[config.mk]
export PLATFORM = sky130hd
export DESIGN_NAME = uart_rx_cfg
export DESIGN_NICKNAME = d
export VERILOG_FILES = /design/src/rtl/uart_pkg.sv /design/src/rtl/uart_baud_tick.sv /design/src/rtl/uart_rx_cfg.sv
export SDC_FILE = /design/constraint.sdc
export NUM_CORES = 1
export LEC_CHECK = 0
export CAP_MARGIN = 20
export CORE_MARGIN = 3
export CORE_UTILIZATION = 40
export DETAILED_ROUTE_END_ITERATION = 12
export PLACE_DENSITY = 0.62
export SYNTH_ARGS = -nofsm -noshare
export SYNTH_HDL_FRONTEND = slang
export SYNTH_SLANG_ARGS = --single-unit
[constraint.sdc]
create_clock -name clk -period 5.55 [get_ports clk]
set_clock_uncertainty 0.05 [all_clocks]
set_input_delay 0.555 -clock clk [delete_from_list [all_inputs] [get_ports clk]]
set_output_delay 0.555 -clock clk [all_outputs]
set_load 0.01 [all_outputs]
[src/rtl/uart_pkg.sv]
// rtl/uart_pkg.sv - shared types, parity constants and divider helper for the configurable UART
package uart_pkg;

  typedef enum logic [2:0] {
    ST_IDLE   = 3'd0,
    ST_START  = 3'd1,
    ST_DATA   = 3'd2,
    ST_PARITY = 3'd3,
    ST_STOP   = 3'd4
  } uart_state_e;

  localparam int PAR_NONE = 0;
  localparam int PAR_ODD  = 1;
  localparam int PAR_EVEN = 2;

  function automatic int calc_div(input int clk_freq, input int baud_rate, input int oversample);
    return clk_freq / (baud_rate * oversample);
  endfunction

endpackage

[src/rtl/uart_baud_tick.sv]
// rtl/uart_baud_tick.sv - oversample tick generator, one-cycle tick every DIV clocks
module uart_baud_tick #(
  parameter int DIV = 10
) (
  input  logic clk,
  input  logic rst_n,
  input  logic restart,
  output logic tick
);

  localparam int            CW   = (DIV > 1) ? $clog2(DIV) : 1;
  localparam logic [CW-1:0] LAST = CW'(DIV - 1);

  logic [CW-1:0] cnt;

  always_ff @(posedge clk) begin
    if (!rst_n || restart) begin
      cnt <= '0;
    end else if (cnt == LAST) begin
      cnt <= '0;
    end else begin
      cnt <= cnt + CW'(1);
    end
  end

  // Suppressed on the restart cycle so the first tick lands a full DIV later
  assign tick = (cnt == LAST) && !restart;

endmodule

[src/rtl/uart_rx_cfg.sv]
// rtl/uart_rx_cfg.sv - parametrised UART receiver with majority voting and valid/ready output
module uart_rx_cfg
  import uart_pkg::*;
#(
  parameter int CLK_FREQ   = 100_000_000,
  parameter int BAUD_RATE  = 115200,
  parameter int DATA_BITS  = 8,
  parameter int PARITY     = 0,
  parameter int STOP_BITS  = 1,
  parameter int OVERSAMPLE = 16
) (
  input  logic                 clk,
  input  logic                 rst_n,
  input  logic                 rx,
  output logic [DATA_BITS-1:0] rx_data,
  output logic                 rx_valid,
  input  logic                 rx_ready,
  output logic                 rx_parity_err,
  output logic                 rx_frame_err,
  output logic                 rx_overrun,
  output logic                 rx_break,
  output logic                 rx_busy
);

  localparam int            DIV       = calc_div(CLK_FREQ, BAUD_RATE, OVERSAMPLE);
  localparam int            TW        = $clog2(OVERSAMPLE);
  localparam logic [TW-1:0] T_S0      = TW'(OVERSAMPLE / 2 - 1);
  localparam logic [TW-1:0] T_S1      = TW'(OVERSAMPLE / 2);
  localparam logic [TW-1:0] T_RES     = TW'(OVERSAMPLE / 2 + 1);
  localparam logic [TW-1:0] T_END     = TW'(OVERSAMPLE - 1);
  localparam logic [3:0]    LAST_DATA = 4'(DATA_BITS - 1);
  localparam logic [3:0]    LAST_STOP = 4'(STOP_BITS - 1);

  generate
    if (DATA_BITS < 5 || DATA_BITS > 9 || PARITY < 0 || PARITY > 2 ||
        STOP_BITS < 1 || STOP_BITS > 2 || OVERSAMPLE < 8 || (OVERSAMPLE % 2) != 0 ||
        DIV < 1) begin : g_bad_param
      $fatal(1, "uart_rx_cfg: illegal parameter set");
    end
  endgenerate

  logic [1:0]           sync_q;
  logic                 rx_prev, rx_s, fall;
  uart_state_e          state, state_nxt;
  logic                 tick, restart, tick_res, tick_end, maj;
  logic [TW-1:0]        tick_idx;
  logic [3:0]           bit_cnt;
  logic [1:0]           samp;
  logic [DATA_BITS-1:0] shift_q;
  logic                 par_q, ferr_q, brk_wait;
  logic                 frame_done, break_det, is_break, ferr_new, perr_new;

  assign rx_s     = sync_q[1];
  assign fall     = rx_prev & ~rx_s;
  assign rx_busy  = (state != ST_IDLE);
  assign tick_res = tick && (tick_idx == T_RES);
  assign tick_end = tick && (tick_idx == T_END);
  // Third vote is the live synchronised sample at the resolve tick
  assign maj      = (samp[0] & samp[1]) | (samp[0] & rx_s) | (samp[1] & rx_s);
  assign is_break = (shift_q == '0) && (PARITY == PAR_NONE || !par_q) && !maj;
  assign ferr_new = ferr_q | ~maj;

  always_comb begin
    perr_new = 1'b0;
    if (PARITY == PAR_ODD) begin
      perr_new = ~(^shift_q ^ par_q);
    end else if (PARITY == PAR_EVEN) begin
      perr_new = ^shift_q ^ par_q;
    end
  end

  uart_baud_tick #(.DIV(DIV)) u_baud_tick (
    .clk     (clk),
    .rst_n   (rst_n),
    .restart (restart),
    .tick    (tick)
  );

  always_ff @(posedge clk) begin
    if (!rst_n) begin
      state <= ST_IDLE;
    end else begin
      state <= state_nxt;
    end
  end

  always_comb begin
    state_nxt  = state;
    restart    = 1'b0;
    frame_done = 1'b0;
    break_det  = 1'b0;
    case (state)
      ST_IDLE: begin
        if (fall) begin
          state_nxt = ST_START;
          restart   = 1'b1;
        end
      end
      ST_START: begin
        if (tick_res && maj) begin
          state_nxt = ST_IDLE;
        end else if (tick_end) begin
          state_nxt = ST_DATA;
        end
      end
      ST_DATA: begin
        if (tick_end && bit_cnt == LAST_DATA) begin
          state_nxt = (PARITY != PAR_NONE) ? ST_PARITY : ST_STOP;
        end
      end
      ST_PARITY: begin
        if (tick_end) begin
          state_nxt = ST_STOP;
        end
      end
      ST_STOP: begin
        if (brk_wait) begin
          if (rx_s) begin
            state_nxt = ST_IDLE;
          end
        end else if (tick_res) begin
          if (bit_cnt == 4'd0 && is_break) begin
            break_det = 1'b1;
          end else if (bit_cnt == LAST_STOP) begin
            frame_done = 1'b1;
            state_nxt  = ST_IDLE;
          end
        end
      end
      default: state_nxt = ST_IDLE;
    endcase
  end

  always_ff @(posedge clk) begin
    if (!rst_n) begin
      sync_q        <= 2'b11;
      rx_prev       <= 1'b1;
      tick_idx      <= '0;
      bit_cnt       <= 4'd0;
      samp          <= 2'b00;
      shift_q       <= '0;
      par_q         <= 1'b0;
      ferr_q        <= 1'b0;
      brk_wait      <= 1'b0;
      rx_data       <= '0;
      rx_valid      <= 1'b0;
      rx_parity_err <= 1'b0;
      rx_frame_err  <= 1'b0;
      rx_overrun    <= 1'b0;
      rx_break      <= 1'b0;
    end else begin
      sync_q     <= {sync_q[0], rx};
      rx_prev    <= sync_q[1];
      rx_overrun <= 1'b0;
      rx_break   <= break_det;

      if (restart) begin
        tick_idx <= '0;
      end else if (tick) begin
        tick_idx <= (tick_idx == T_END) ? '0 : tick_idx + TW'(1);
      end
      if (tick && tick_idx == T_S0) samp[0] <= rx_s;
      if (tick && tick_idx == T_S1) samp[1] <= rx_s;

      case (state)
        ST_IDLE: begin
          bit_cnt  <= 4'd0;
          ferr_q   <= 1'b0;
          brk_wait <= 1'b0;
        end
        ST_DATA: begin
          if (tick_res) shift_q <= {maj, shift_q[DATA_BITS-1:1]};
          if (tick_end) bit_cnt <= (bit_cnt == LAST_DATA) ? 4'd0 : bit_cnt + 4'd1;
        end
        ST_PARITY: begin
          if (tick_res) par_q <= maj;
        end
        ST_STOP: begin
          if (break_det) brk_wait <= 1'b1;
          if (!brk_wait && tick_res) ferr_q <= ferr_new;
          if (!brk_wait && tick_end) bit_cnt <= bit_cnt + 4'd1;
        end
        default: ;
      endcase

      // Load and accept may coincide; otherwise a full register drops the new frame
      if (frame_done) begin
        if (!rx_valid || rx_ready) begin
          rx_data       <= shift_q;
          rx_valid      <= 1'b1;
          rx_parity_err <= perr_new;
          rx_frame_err  <= ferr_new;
        end else begin
          rx_overrun <= 1'b1;
        end
      end else if (rx_valid && rx_ready) begin
        rx_valid <= 1'b0;
      end
    end
  end

endmodule
==> run metrics, run 1 <==
final setup fails=0; slew margin rel.=47.4%; biggest fanout along the worst timing path=18; Tightest Hold Check Type=reg2reg; Final Instance Count excl. Fillers=320; total chip power=0.000544 W; number of distinct library cell variants in the gate-level netlist after synthesis=43; pre-CTS worst setup slack=2.27 ns; endpoints failing hold=0; outcome=finished clean; full die area=0.00609 mm^2; via count of the first global-routing pass=1523; Antenna Diode Count=0; effective utilization at floorplan=42.5%; Inserted Clock Buffers=5; Min Hold Slack=0.360 ns; root buf cell=sky130_fd_sc_hd__clkbuf_8; Floorplan Core Area=0.00488 mm^2; clock sink count=44; area added between synthesis and finish=13.9%; list of most frequent post-synthesis cells=44 x sky130_fd_sc_hd__dfxtp_1, 26 x sky130_fd_sc_hd__nor2_1, 21 x sky130_fd_sc_hd__nand3_1, 19 x sky130_fd_sc_hd__nand2_1, 17 x sky130_fd_sc_hd__o21ai_0; ys flop type=sky130_fd_sc_hd__dfxtp_1; total nets after synthesis=251; clock tree from TritonCTS=done; Critical Path AT=2.72 ns; synthesized flop and latch total=44; setup tns final=0 ns; clock latency of the later-clocked register in the worst-skew pair=0.30 ns; Startpoint Class=flip-flop; post-CTS clock slew at the launch and capture registers of the worst setup and hold paths=0.08 ns; mapped cell area=0.00207 mm^2; IO buf count=16; buffers from clock root to sink, at most=2; top routing layer used=met4; smallest setup slack after layout=2.99 ns; post-synthesis sequential area ratio=42.5%; number of standard-cell rows in the floorplan=25; share of post-route cells with drive strength above 1=6.32%; Mapped Cells=240; highest clock frequency the design can meet=390 MHz; x dimension of the die=78.0 um; worst supply voltage drop on vdd=0.154 mV; wire length of the first global-routing pass=7240 um; ranking of synthesized cells by area=sky130_fd_sc_hd__dfxtp_1 42%, sky130_fd_sc_hd__mux2i_1 5.3%, sky130_fd_sc_hd__nand3_1 5.1%, sky130_fd_sc_hd__nor2_1 4.7%, sky130_fd_sc_hd__ha_1 4.2%; number of detailed-route iterations in the first pass=4; most frequently used cell type in the post-synthesis netlist=sky130_fd_sc_hd__dfxtp_1; period utilisation layout=46.2%; number of buffers added for setup after CTS=0; Min Clock Period, post-route=2.56 ns; placed wire-length estimate after detailed placement=2770 um; Resized Gates After CTS=0; total met2 wirelength after detailed routing=1650 um; kind of critical path=reg2reg; chain of cells forming the critical path=or4b_4 > nor4_4 > nor4b_4 > nor2_1 > a311oi_1; area fraction of the dominant cell type after synthesis=42.5%; residual overflow from global routing=0; leakage power total=0.826 nW; critical path endpoint category=flip-flop; final net count=263; Routability Congestion=0.812; antenna violations before repair=0; vias after detailed routing=1642; count of hold-fix buffers inserted at cts=0; cell type with the highest aggregate area in the netlist=sky130_fd_sc_hd__dfxtp_1; kind of cell adding the most delay to the critical path=simple AND/OR/NAND/NOR gates; largest net degree at the start of global routing=32; count of unresolved DRC violations after routing=0; routed length per instance=12.5 um; Critical Path Max Stage Delay=0.70 ns; Routed Wire Length=3990 um; warnings from Yosys=0; overall die height=78.0 um; reported max-cap violation count=0; Final Max Slew Viols=0; proportion of synthesized flip-flops having asynchronous set or reset=0%; Initial DRC Count=113; Top Ports=18; mean instance size in the synthesized netlist=8.64 um^2; slowest cell on the critical path=sky130_fd_sc_hd__nor4b_4; number of nets with antenna violations after detailed routing=0; total power per unit cell area=230 mW/mm^2; Worst Tran Pin Value=0.786 ns; total buffers and inverters traversed by the critical path=0; CP Data Required Time=5.70 ns; number of flops mapped to enable cells by yosys=0; total global routing track utilization=14.7%; Detail Route met3 WL=108 um; fill cell instance count of the final layout=487; metal1 wirelength=2160 um; post-DR vias/cell=5.13; unrepaired setup endpoints after global routing=no; number of cells in the design after placement=311; # H-tree levels=2
[kinds of logic after synthesis]
group | Yosys count | share of synthesized area [%]
muxes | 11 | 5.31
other | 1 | 0.181
AOI/OAI and AO/OA | 36 | 9.47
and+or+nand+nor | 114 | 31.4
DFF | 44 | 42.5
buffers and inverters | 21 | 4.40
adders and majority gates | 8 | 4.70
xor gates and xnor gates | 5 | 2.11
[metal layers]
metal	vias up	GRT usage (%)
met5	-	0
met4	0	6.29
met3	7	3.44
met2	20	20.8
met1	756	21.1
li1	859	-
[final timing paths]
check                               start      endpoint  slack (ns)  cells past startpoint
worst min-delay path            sync_q[0]     sync_q[1]        0.36                      1
worst min register to register  sync_q[0]     sync_q[1]        0.36                      1
worst max-delay path             state[2]  rx_frame_err        2.99                      5
worst max register to register   state[2]  rx_frame_err        2.99                      5
[sequential cells by signal, indices dropped and copies added, names as in the netlist]
register,cells
tick_idx,4
rx_data,8
rx_valid,1
sync_q,2
state,3
samp,2
brk_wait,1
bit_cnt,4
rx_prev,1
rx_overrun,1
rx_frame_err,1
shift_q,8
u_baud_tick.cnt,6
ferr_q,1
rx_break,1
[cells in the final DEF (no fill, tap or decap), types with 2 or more instances in the layout]
cell type,count
sky130_fd_sc_hd__nor4b_1,2
sky130_fd_sc_hd__nand4_1,5
sky130_fd_sc_hd__xor2_1,3
sky130_fd_sc_hd__nor4_1,3
sky130_fd_sc_hd__or3_1,2
sky130_fd_sc_hd__or2_2,2
sky130_fd_sc_hd__nor2b_1,4
sky130_fd_sc_hd__nand3b_1,2
sky130_fd_sc_hd__and3_1,5
sky130_fd_sc_hd__a211oi_1,2
sky130_fd_sc_hd__nand2_1,19
sky130_fd_sc_hd__nand3_1,21
sky130_fd_sc_hd__clkbuf_8,5
sky130_fd_sc_hd__clkdlybuf4s50_1,16
sky130_fd_sc_hd__xnor2_1,2
sky130_fd_sc_hd__nor4_4,2
sky130_fd_sc_hd__mux2i_1,11
sky130_fd_sc_hd__nand2b_1,7
sky130_fd_sc_hd__or4_1,3
sky130_fd_sc_hd__a31oi_1,3
sky130_fd_sc_hd__a21oi_1,11
sky130_fd_sc_hd__nor3_1,3
sky130_fd_sc_hd__inv_1,8
sky130_fd_sc_hd__dfxtp_1,44
sky130_fd_sc_hd__ha_1,7
sky130_fd_sc_hd__clkinv_2,2
sky130_fd_sc_hd__nor2_1,26
sky130_fd_sc_hd__o21ai_0,17
[report_power, final]
part	internal, W	leakage [nW]	switching [W]
sequential	0.000319	0.356	0.00000391
combinational	0.00000866	0.423	0.0000130
clock	0.0000878	0.0479	0.000112
total	0.000415	0.826	0.000129
[stage by stage]
step                util [%]  instance area (um^2)
finish                  48.4                  2360
global route            48.4                  2360
CTS                     48.1                  2350
detailed placement      46.3                  2260
global placement        46.3                  2260
floorplan                  -                  2070
[cell type report]
type,count,area (um^2),share of cell area [%]
tap,67,83.8,3.55
timing repair buffer,17,175,7.41
clock inverter,3,18.8,0.794
multi-input combinational,175,1100,46.6
clock buffer,5,68.8,2.91
inverter,9,33.8,1.43
sequential,44,881,37.3
No activity file was read; power rests on OpenSTA's default activity.
==> run 2: changes to the inputs <==
--- a/config.mk
+++ b/config.mk
@@ -9,7 +9,7 @@
 export CORE_MARGIN = 3
 export CORE_UTILIZATION = 40
 export DETAILED_ROUTE_END_ITERATION = 12
-export PLACE_DENSITY = 0.62
+export PLACE_DENSITY = 0.64
 export SYNTH_ARGS = -nofsm -noshare
 export SYNTH_HDL_FRONTEND = slang
 export SYNTH_SLANG_ARGS = --single-unit
==> constraint.sdc (replaced) <==
create_clock -name clk -period 2.1 [get_ports clk]
set_clock_uncertainty 0.05 [all_clocks]
set_input_delay 0.21 -clock clk [delete_from_list [all_inputs] [get_ports clk]]
set_output_delay 0.21 -clock clk [all_outputs]
set_load 0.01 [all_outputs]
==> run 2 against run 1 <==
Final cell count is 5.9% higher. Largest power group unchanged. Non-clock buffer count up 19. Wire length rose by 11%. Critical path type is now reg2out. Clock power increased to 3.4 times the previous value. Largest cell class unchanged. Sequential cell count unchanged. Clock-buffer cell count is the same.
==> run metrics, run 2 (synthesis gave the netlist of run 1 again) <==
worst reg2reg path depth=6; number of buffers added for setup after CTS=0; highest clock frequency the design can meet=495 MHz; x dimension of the die=78.0 um; leakage power total=0.931 nW; residual overflow from global routing=0; IO buf count=16; share of post-route cells with drive strength above 1=13.2%; most common cell after layout, fill and taps aside=sky130_fd_sc_hd__dfxtp_1; outcome=finished clean; Routability Congestion=0.859; Antenna Diode Count=0; placed wire-length estimate after detailed placement=3180 um; final net count=282; combined area of the multi-input logic cells=0.00111 mm^2; clock latency of the later-clocked register in the worst-skew pair=0.30 ns; count of hold-fix buffers inserted at cts=0; setup tns final=0 ns; endpoints failing hold=0; post-CTS clock slew at the launch and capture registers of the worst setup and hold paths=0.09 ns; biggest fanout along the worst timing path=14; fill cell instance count of the final layout=469; CP Data Required Time=1.84 ns; Routed Wire Length=4450 um; total power per unit cell area=630 mW/mm^2; kind of critical path=reg2out; total global routing track utilization=16.0%; worst supply voltage drop on vdd=0.432 mV; number of cells traversed by the worst hold path=1; Final Max Slew Viols=0; unrepaired setup endpoints after global routing=no; clock tree from TritonCTS=done; Startpoint Class=flip-flop; Tightest Hold Check Type=reg2reg; largest net degree at the start of global routing=20; Initial DRC Count=147; routed length per instance=13.1 um; Final Instance Count excl. Fillers=339; pre-CTS worst setup slack=0.0743 ns; total chip power=0.00160 W; clock sink count=44; number of standard-cell rows in the floorplan=25; antenna violations before repair=0; Worst Tran Pin Value=0.499 ns; Resized Gates After CTS=0; post-DR vias/cell=4.99; count of unresolved DRC violations after routing=0; via count of the first global-routing pass=1692; reported max-cap violation count=0; Min Clock Period, post-route=2.02 ns; Inserted Clock Buffers=5; area added between synthesis and finish=22.2%; final setup fails=0; effective utilization at floorplan=42.5%; critical path endpoint category=primary output; area taken by flip-flops and latches=881 um^2; Top Ports=18; number of nets with antenna violations after detailed routing=0; # H-tree levels=2; Largest regs=rx_data (8), shift_q (8), u_baud_tick.cnt (6); number of cells in the design after placement=330; Floorplan Core Area=0.00488 mm^2; wire length of the first global-routing pass=7920 um; slew margin rel.=66.2%; period utilisation layout=96.1%; full die area=0.00609 mm^2; Min Hold Slack=0.375 ns; buffers from clock root to sink, at most=2; smallest setup slack after layout=0.0812 ns; overall die height=78.0 um; root buf cell=sky130_fd_sc_hd__clkbuf_8; most used cells in the layout excluding fill and tap cells=44 x sky130_fd_sc_hd__dfxtp_1, 26 x sky130_fd_sc_hd__nor2_1, 21 x sky130_fd_sc_hd__nand3_1; vias after detailed routing=1693; number of detailed-route iterations in the first pass=5; Critical Path AT=1.76 ns
[run 2: metrics by stage]
stage | utilization (%) | cell area [um^2]
CTS | 51.6 | 2520
global route | 51.9 | 2530
floorplan | - | 2070
global placement | 49.3 | 2400
finish | 51.9 | 2530
detailed placement | 49.3 | 2400
[run 2: power breakdown]
part,switching [W],internal (W)
logic,0.0000407,0.0000299
clock network,0.000318,0.000359
registers,0.00000647,0.000842
total,0.000366,0.00123
[run 2: cell type report]
| type | instances | area share, % |
|---|---|---|
| repair buffers | 36 | 12.3 |
| multi-input cells | 175 | 43.8 |
| well taps | 67 | 3.31 |
| clock inverters | 3 | 1.83 |
| inverters | 9 | 1.33 |
| clock buffers | 5 | 2.71 |
| flip-flops and latches | 44 | 34.7 |
[run 2: layer usage]
metal | share of wire, % | GRT usage (%) | up-vias
li1 | - | - | 896
met1 | 53 | 22.4 | 765
met2 | 43 | 24.6 | 24
met3 | 2.7 | 3.44 | 8
met4 | 1.6 | 5.42 | 0
met5 | 0 | 0 | -
[run 2: worst paths after layout]
check,startpoint,to,slack (ns)
max,state[0],rx_busy,0.08
min,sync_q[0],sync_q[1],0.38
max reg2reg,state[1],rx_data[4],0.16
min reg2reg,sync_q[0],sync_q[1],0.38
[run 2: worst max-delay path, stage by stage, from the launching register on]
cell	delay, ns
sky130_fd_sc_hd__dfxtp_1	0.33
sky130_fd_sc_hd__buf_4	0.19
sky130_fd_sc_hd__nor3_1	0.23
sky130_fd_sc_hd__inv_1	0.09
sky130_fd_sc_hd__buf_4	0.15
sky130_fd_sc_hd__clkdlybuf4s50_1	0.47
==> run 3: changes to the inputs <==
--- a/config.mk
+++ b/config.mk
@@ -9,7 +9,8 @@
 export CORE_MARGIN = 3
 export CORE_UTILIZATION = 40
 export DETAILED_ROUTE_END_ITERATION = 12
-export PLACE_DENSITY = 0.64
+export GPL_TIMING_DRIVEN = 0
+export PLACE_DENSITY = 0.62
 export SYNTH_ARGS = -nofsm -noshare
 export SYNTH_HDL_FRONTEND = slang
 export SYNTH_SLANG_ARGS = --single-unit
==> constraint.sdc (replaced) <==
create_clock -name clk -period 2.5 [get_ports clk]
set_clock_uncertainty 0.05 [all_clocks]
set_input_delay 0.25 -clock clk [delete_from_list [all_inputs] [get_ports clk]]
set_output_delay 0.25 -clock clk [all_outputs]
set_load 0.01 [all_outputs]
==> run 3 against run 2 <==
Cell area shrank 3.2%. First-iteration DRC count shrank 52%. Via count grew 1.4%. Clock-buffer cell count is the same. Hold slack lost 0.013 ns. Final cell count shrank 2.1%. Die area is the same. Register-to-register slack gained 0.09 ns. Power shrank 16%. Global-route usage shrank 0.51 points. Sequential cell count is the same.
==> run metrics, run 3 (synthesis gave the netlist of run 1 again) <==
outcome=finished clean; share of post-route cells with drive strength above 1=7.17%; number of standard-cell rows in the floorplan=25; Critical Path Max Stage Delay=0.54 ns; # H-tree levels=2; placed wire-length estimate after detailed placement=3180 um; via count of the first global-routing pass=1605; full die area=0.00609 mm^2; total buffers and inverters traversed by the critical path=2; IO buf count=16; post-DR vias/cell=5.17; Critical Path AT=2.44 ns; routed length per instance=13.2 um; Min Hold Slack=0.362 ns; clock sink count=44; reported max-cap violation count=0; total global routing track utilization=15.5%; slew margin rel.=53.9%; worst supply voltage drop on vdd=0.257 mV; effective utilization at floorplan=42.5%; Floorplan Core Area=0.00488 mm^2; Min Clock Period, post-route=2.25 ns; HP Start=sync_q[0]; kind of cell adding the most delay to the critical path=simple AND/OR/NAND/NOR gates; setup tns final=0 ns; critical path endpoint category=flip-flop; leakage power total=0.858 nW; post-CTS clock slew at the launch and capture registers of the worst setup and hold paths=0.09 ns; most used cells in the layout excluding fill and tap cells=44 x sky130_fd_sc_hd__dfxtp_1, 26 x sky130_fd_sc_hd__nor2_1, 21 x sky130_fd_sc_hd__nand3_1; slowest cell on the critical path=sky130_fd_sc_hd__nor4b_4; unrepaired setup endpoints after global routing=no; R2R Path Start=u_baud_tick.cnt[0]; final net count=275; final setup fails=0; clock latency of the later-clocked register in the worst-skew pair=0.30 ns; Tightest Hold Check Type=reg2reg; Largest regs=rx_data (8), shift_q (8), u_baud_tick.cnt (6); number of nets with antenna violations after detailed routing=0; pre-CTS worst setup slack=0.102 ns; worst min-delay path endpoint=sync_q[1]; root buf cell=sky130_fd_sc_hd__clkbuf_8; total power per unit cell area=544 mW/mm^2; overall die height=78.0 um; Layout Cell Area excl Fill=0.00245 mm^2; number of cells traversed by the worst hold path=1; count of unresolved DRC violations after routing=0; period utilisation layout=90.1%; endpoint of the lowest-slack register-to-register path=rx_data[6]; highest clock frequency the design can meet=444 MHz; vias after detailed routing=1716; Routability Congestion=0.810; biggest fanout along the worst timing path=10; Top Ports=18; x dimension of the die=78.0 um; Worst Tran Pin Value=0.686 ns; CP Data Required Time=2.69 ns; area post-placement=0.00232 mm^2; number of detailed-route iterations in the first pass=4; chain of cells forming the critical path=ha_1 > nand4_1 > or2_2 > buf_2 > nor4b_4 > buf_6 > nand3_1 > o21ai_0; antenna violations before repair=0; Resized Gates After CTS=0; largest net degree at the start of global routing=16; endpoints failing hold=0; Initial DRC Count=70; fill cell instance count of the final layout=510; wire length of the first global-routing pass=7570 um; clock tree from TritonCTS=done; Routed Wire Length=4380 um; area added between synthesis and finish=18.3%; FF-to-FF setup slack=0.25 ns; Startpoint Class=flip-flop; worst reg2reg path depth=8; most common cell after layout, fill and taps aside=sky130_fd_sc_hd__dfxtp_1; count of hold-fix buffers inserted at cts=0; Antenna Diode Count=0; smallest setup slack after layout=0.247 ns; residual overflow from global routing=0; kind of critical path=reg2reg; buffers from clock root to sink, at most=2; Final Max Slew Viols=0; Inserted Clock Buffers=5
[run 3: per-layer routing]
layer  up-vias  routed length, um  GRT usage, %
met5         -                  0             0
li1        893                  -             -
met2        25               1890          22.9
met1       791               2290          21.9
met4         0                 70          6.82
met3         7                121          3.10
[run 3: how the worst max path moves through the flow]
stage	start	end	slack, ns	depth (start not counted)
CTS	u_baud_tick.cnt[0]	shift_q[5]	0.1	7
global route	u_baud_tick.cnt[0]	rx_data[6]	0.06	8
finish	u_baud_tick.cnt[0]	rx_data[6]	0.25	8
floorplan	u_baud_tick.cnt[0]	shift_q[2]	0.38	7
global placement	u_baud_tick.cnt[0]	shift_q[7]	0.12	7
detailed placement	u_baud_tick.cnt[0]	shift_q[5]	0.10	7
[run 3: layout make-up]
class	count	area [um^2]	share of cell area [%]
multi-input combinational	175	1100	44.9
inverter	9	33.8	1.38
tap	67	83.8	3.42
sequential	44	881	35.9
buffer	12	57.6	2.35
clock buffer	5	68.8	2.80
timing repair buffer	17	180	7.34
clock inverter	3	46.3	1.89
[run 3: where the power goes]
part | total [W] | internal [W] | switching [W]
logic | 0.0000534 | 0.0000198 | 0.0000336
registers | 0.000714 | 0.000707 | 0.00000665
clock network | 0.000567 | 0.000301 | 0.000265
[run 3: worst register-to-register path, cell delays in order, from the launching register on]
cell	delay [ns]
sky130_fd_sc_hd__dfxtp_1	0.39
sky130_fd_sc_hd__ha_1	0.16
sky130_fd_sc_hd__nand4_1	0.18
sky130_fd_sc_hd__or2_2	0.31
sky130_fd_sc_hd__buf_2	0.20
sky130_fd_sc_hd__nor4b_4	0.54
sky130_fd_sc_hd__buf_6	0.20
sky130_fd_sc_hd__nand3_1	0.07
sky130_fd_sc_hd__o21ai_0	0.09
[run 3: through the flow]
stage / instances / power [W] / utilization, %
6_report: 332 / 0.00133 / 50.3
3_3_place_gp: 323 / 0.000784 / 47.5
2_1_floorplan: 240 / 0.000765 / -
4_1_cts: 331 / 0.00135 / 49.9
3_5_place_dp: 323 / 0.000784 / 47.5
5_1_grt: 332 / 0.00138 / 50.3
[run 3: timing repair]
| action | in CTS | in global routing |
|---|---|---|
| hold endpoints to repair | 0 | 0 |
| setup buffers | 0 | 1 |
| setup endpoints to repair | 0 | 8 |
==> patch (config.mk and constraints of run 2) <==
Set the parameter `CLK_FREQ` to 25_000_000 (it was 100_000_000).
--- a/src/rtl/uart_rx_cfg.sv
+++ b/src/rtl/uart_rx_cfg.sv
@@ -2,7 +2,7 @@
 module uart_rx_cfg
   import uart_pkg::*;
 #(
-  parameter int CLK_FREQ   = 100_000_000,
+  parameter int CLK_FREQ   = 25_000_000,
   parameter int BAUD_RATE  = 115200,
   parameter int DATA_BITS  = 8,
   parameter int PARITY     = 0,
Behaviour: no difference found for any inputs over 10 cycles, from zero or initial values and one cycle with rst_n low; that may be too few to reach the edited logic, so the function may still have changed.
==> patch against run 2 <==
Area after synthesis decreased by 1.0%; first-iteration DRC count fell by 10%; sequential share of layout area rose by 0.16 points; register-to-register slack improved by 30 ps; final area decreased by 4.8%; power fell by 14%; routed wire length fell by 4.8%; sequential cell count shrank 2; non-clock buffer count fell by 7; setup slack improved by 11 ps; critical path type unchanged; largest power group unchanged; highest routed layer unchanged.
==> patch: results (changes against run 2) <==
Run status
  – Status: completed

Timing
  – Final Worst Setup Slack: 91.77 ps (+10.61 ps)
  – Hold WS: 364.2 ps (-10.83 ps)

Logic synthesis
  – Synth cell types: 52 (+21%)
  – Ys flop type: dfxtp_1
  – Synth warnings: 0 (unchanged)
  – Synth cell count leaders: dfxtp_1 (42), nor2_1 (21), nand3_1 (17), a21oi_1 (16), o21ai_0 (15)
  – Share of synthesized registers carrying an async set or reset: 0 (unchanged)
  – Syn_nets: 238 (-5.2%)
  – Seq/Total Area, Yosys: 0.4095 (-0.01510)
  – Ranking of synthesized cells by area: dfxtp_1 (41%), mux2i_1 (4.9%), ha_1 (4.3%), nand3_1 (4.1%), a21oi_1 (3.9%)

Global route
  – Tot GR Track Use: 0.1542 (-0.006020)
  – Vias in the first global route: 1576 (-6.9%)
  – Pin count of the biggest net entering global routing: 22 (+10%)
  – First-pass GRT wire length: 7514 um (-5.1%)

Placement
  – Placed instance area: 0.002330 mm^2 (-3.1%)
  – DP Worst Slack: 63.38 ps (-10.91 ps)
  – Number of I/O port buffers: 16 (unchanged)
  – Routability cong.: 0.7789 (-9.3%)
  – Final HPWL DP: 3025 um (-5.0%)

Critical path
  – Crit-path max cell delay: 600 ps (+130 ps)
  – Worst Reg-to-Reg Cells: 7 (+1)
  – Worst setup endpoint: rx_busy
  – Family with the most delay on the worst path: buffers and inverters
  – Reg2reg end: bit_cnt[0]$_SDFFE_PN0P_
  – Crit path launch: state[1]$_SDFFE_PN0P_
  – CP max FO: 8 (-6)
  – Worst reg2reg startpoint: u_baud_tick.cnt[0]$_SDFF_PP0_
  – Setup slack, reg-to-reg: 190 ps (+30 ps)

Min path
  – Hold path depth: 1 (unchanged)
  – Worst Hold Class: flip-flop to flip-flop
  – Hold endpoint: sync_q[1]$_SDFF_PN1_

Layout
  – Share of layout cells above drive strength 1: 0.1355 (+0.003105)
  – Largest regs: rx_data: 8 flops, shift_q: 8 flops
  – # fillers: 467 (-0.43%)
  – Final net count: 262 (-7.1%)
  – Antenna diodes: 0 (unchanged)

Clocking
  – CTS clk-pin slew, worst paths: 80 ps
  – Clock Tree Root: clkbuf_8
  – Later-pin clock latency in the skew report: slightly below 300 ps

Route
  – Iteration count of the initial detailed-routing pass: 4 (-1)
  – Wire per inst: 13.32 um (+1.5%)
  – Starting DRT DRC Count: 132 (-10%)
  – Vias per cell: 5.381 (+7.7%)

Pwr
  – Leakage: 0.9302 nW (about the same)
  – Peak supply drop: 0.4248 mV (-1.6%)
patch: changes by cell type in the layout (fill, tap and decap cells not counted), moves of 5 or more:
cell,change
buf_4,-5
a21oi_1,+5
nand2_1,-10
nor2_1,-5
patch: routing by layer:
layer	routed length (um)	track usage
met5	0	0
met4	57	0.05338
met3	183	0.03944
met2	1938	0.2449
met1	2055	0.2022
patch: stage by stage:
stage | cells | util
global placement | 311 | 0.4805
floorplan | 227 | -
CTS | 318 | 0.4968
detailed placement | 311 | 0.4805
finish | 318 | 0.4975
global route | 318 | 0.4975
patch: where the power goes:
part	switching, mW	internal [mW]
registers	0.00904	0.805
logic	0.0454	0.0321
clock network	0.264	0.223
total	0.319	1.06
patch: cell type report:
class,instances,share of cell area
Clock buffer,5,0.02853
Clock inverter,2,0.004149
Inverter,10,0.01556
Multi-Input combinational cell,163,0.4611
Sequential cell,42,0.3491
Tap cell,67,0.03475
Timing Repair Buffer,29,0.1068
patch: logic make-up after synthesis:
kind of cell,count (synthesis),share of synthesized area
xor gates and xnor gates,4,0.01707
other,1,0.001826
adders and majority gates,8,0.04753
AOI/OAI and AO/OA,59,0.2041
and+or+nand+nor,81,0.2212
DFF,42,0.4095
muxes,10,0.04875
buffers and inverters,22,0.04997
patch: worst register-to-register path: cells and delay by family, from the launching register on:
kind	cells	cell delay, ps
buf+inv	2	250
simple gates	1	310
flops	1	380
compound gates	3	620
fa+ha+maj	1	220
patch: timing repair:
| action | 4_1_cts | 5_1_grt |
|---|---|---|
| buffers inserted | 0 | 0 |
| setup endpoints to repair | 0 | 15 |
| resized for setup | 0 | 3 |
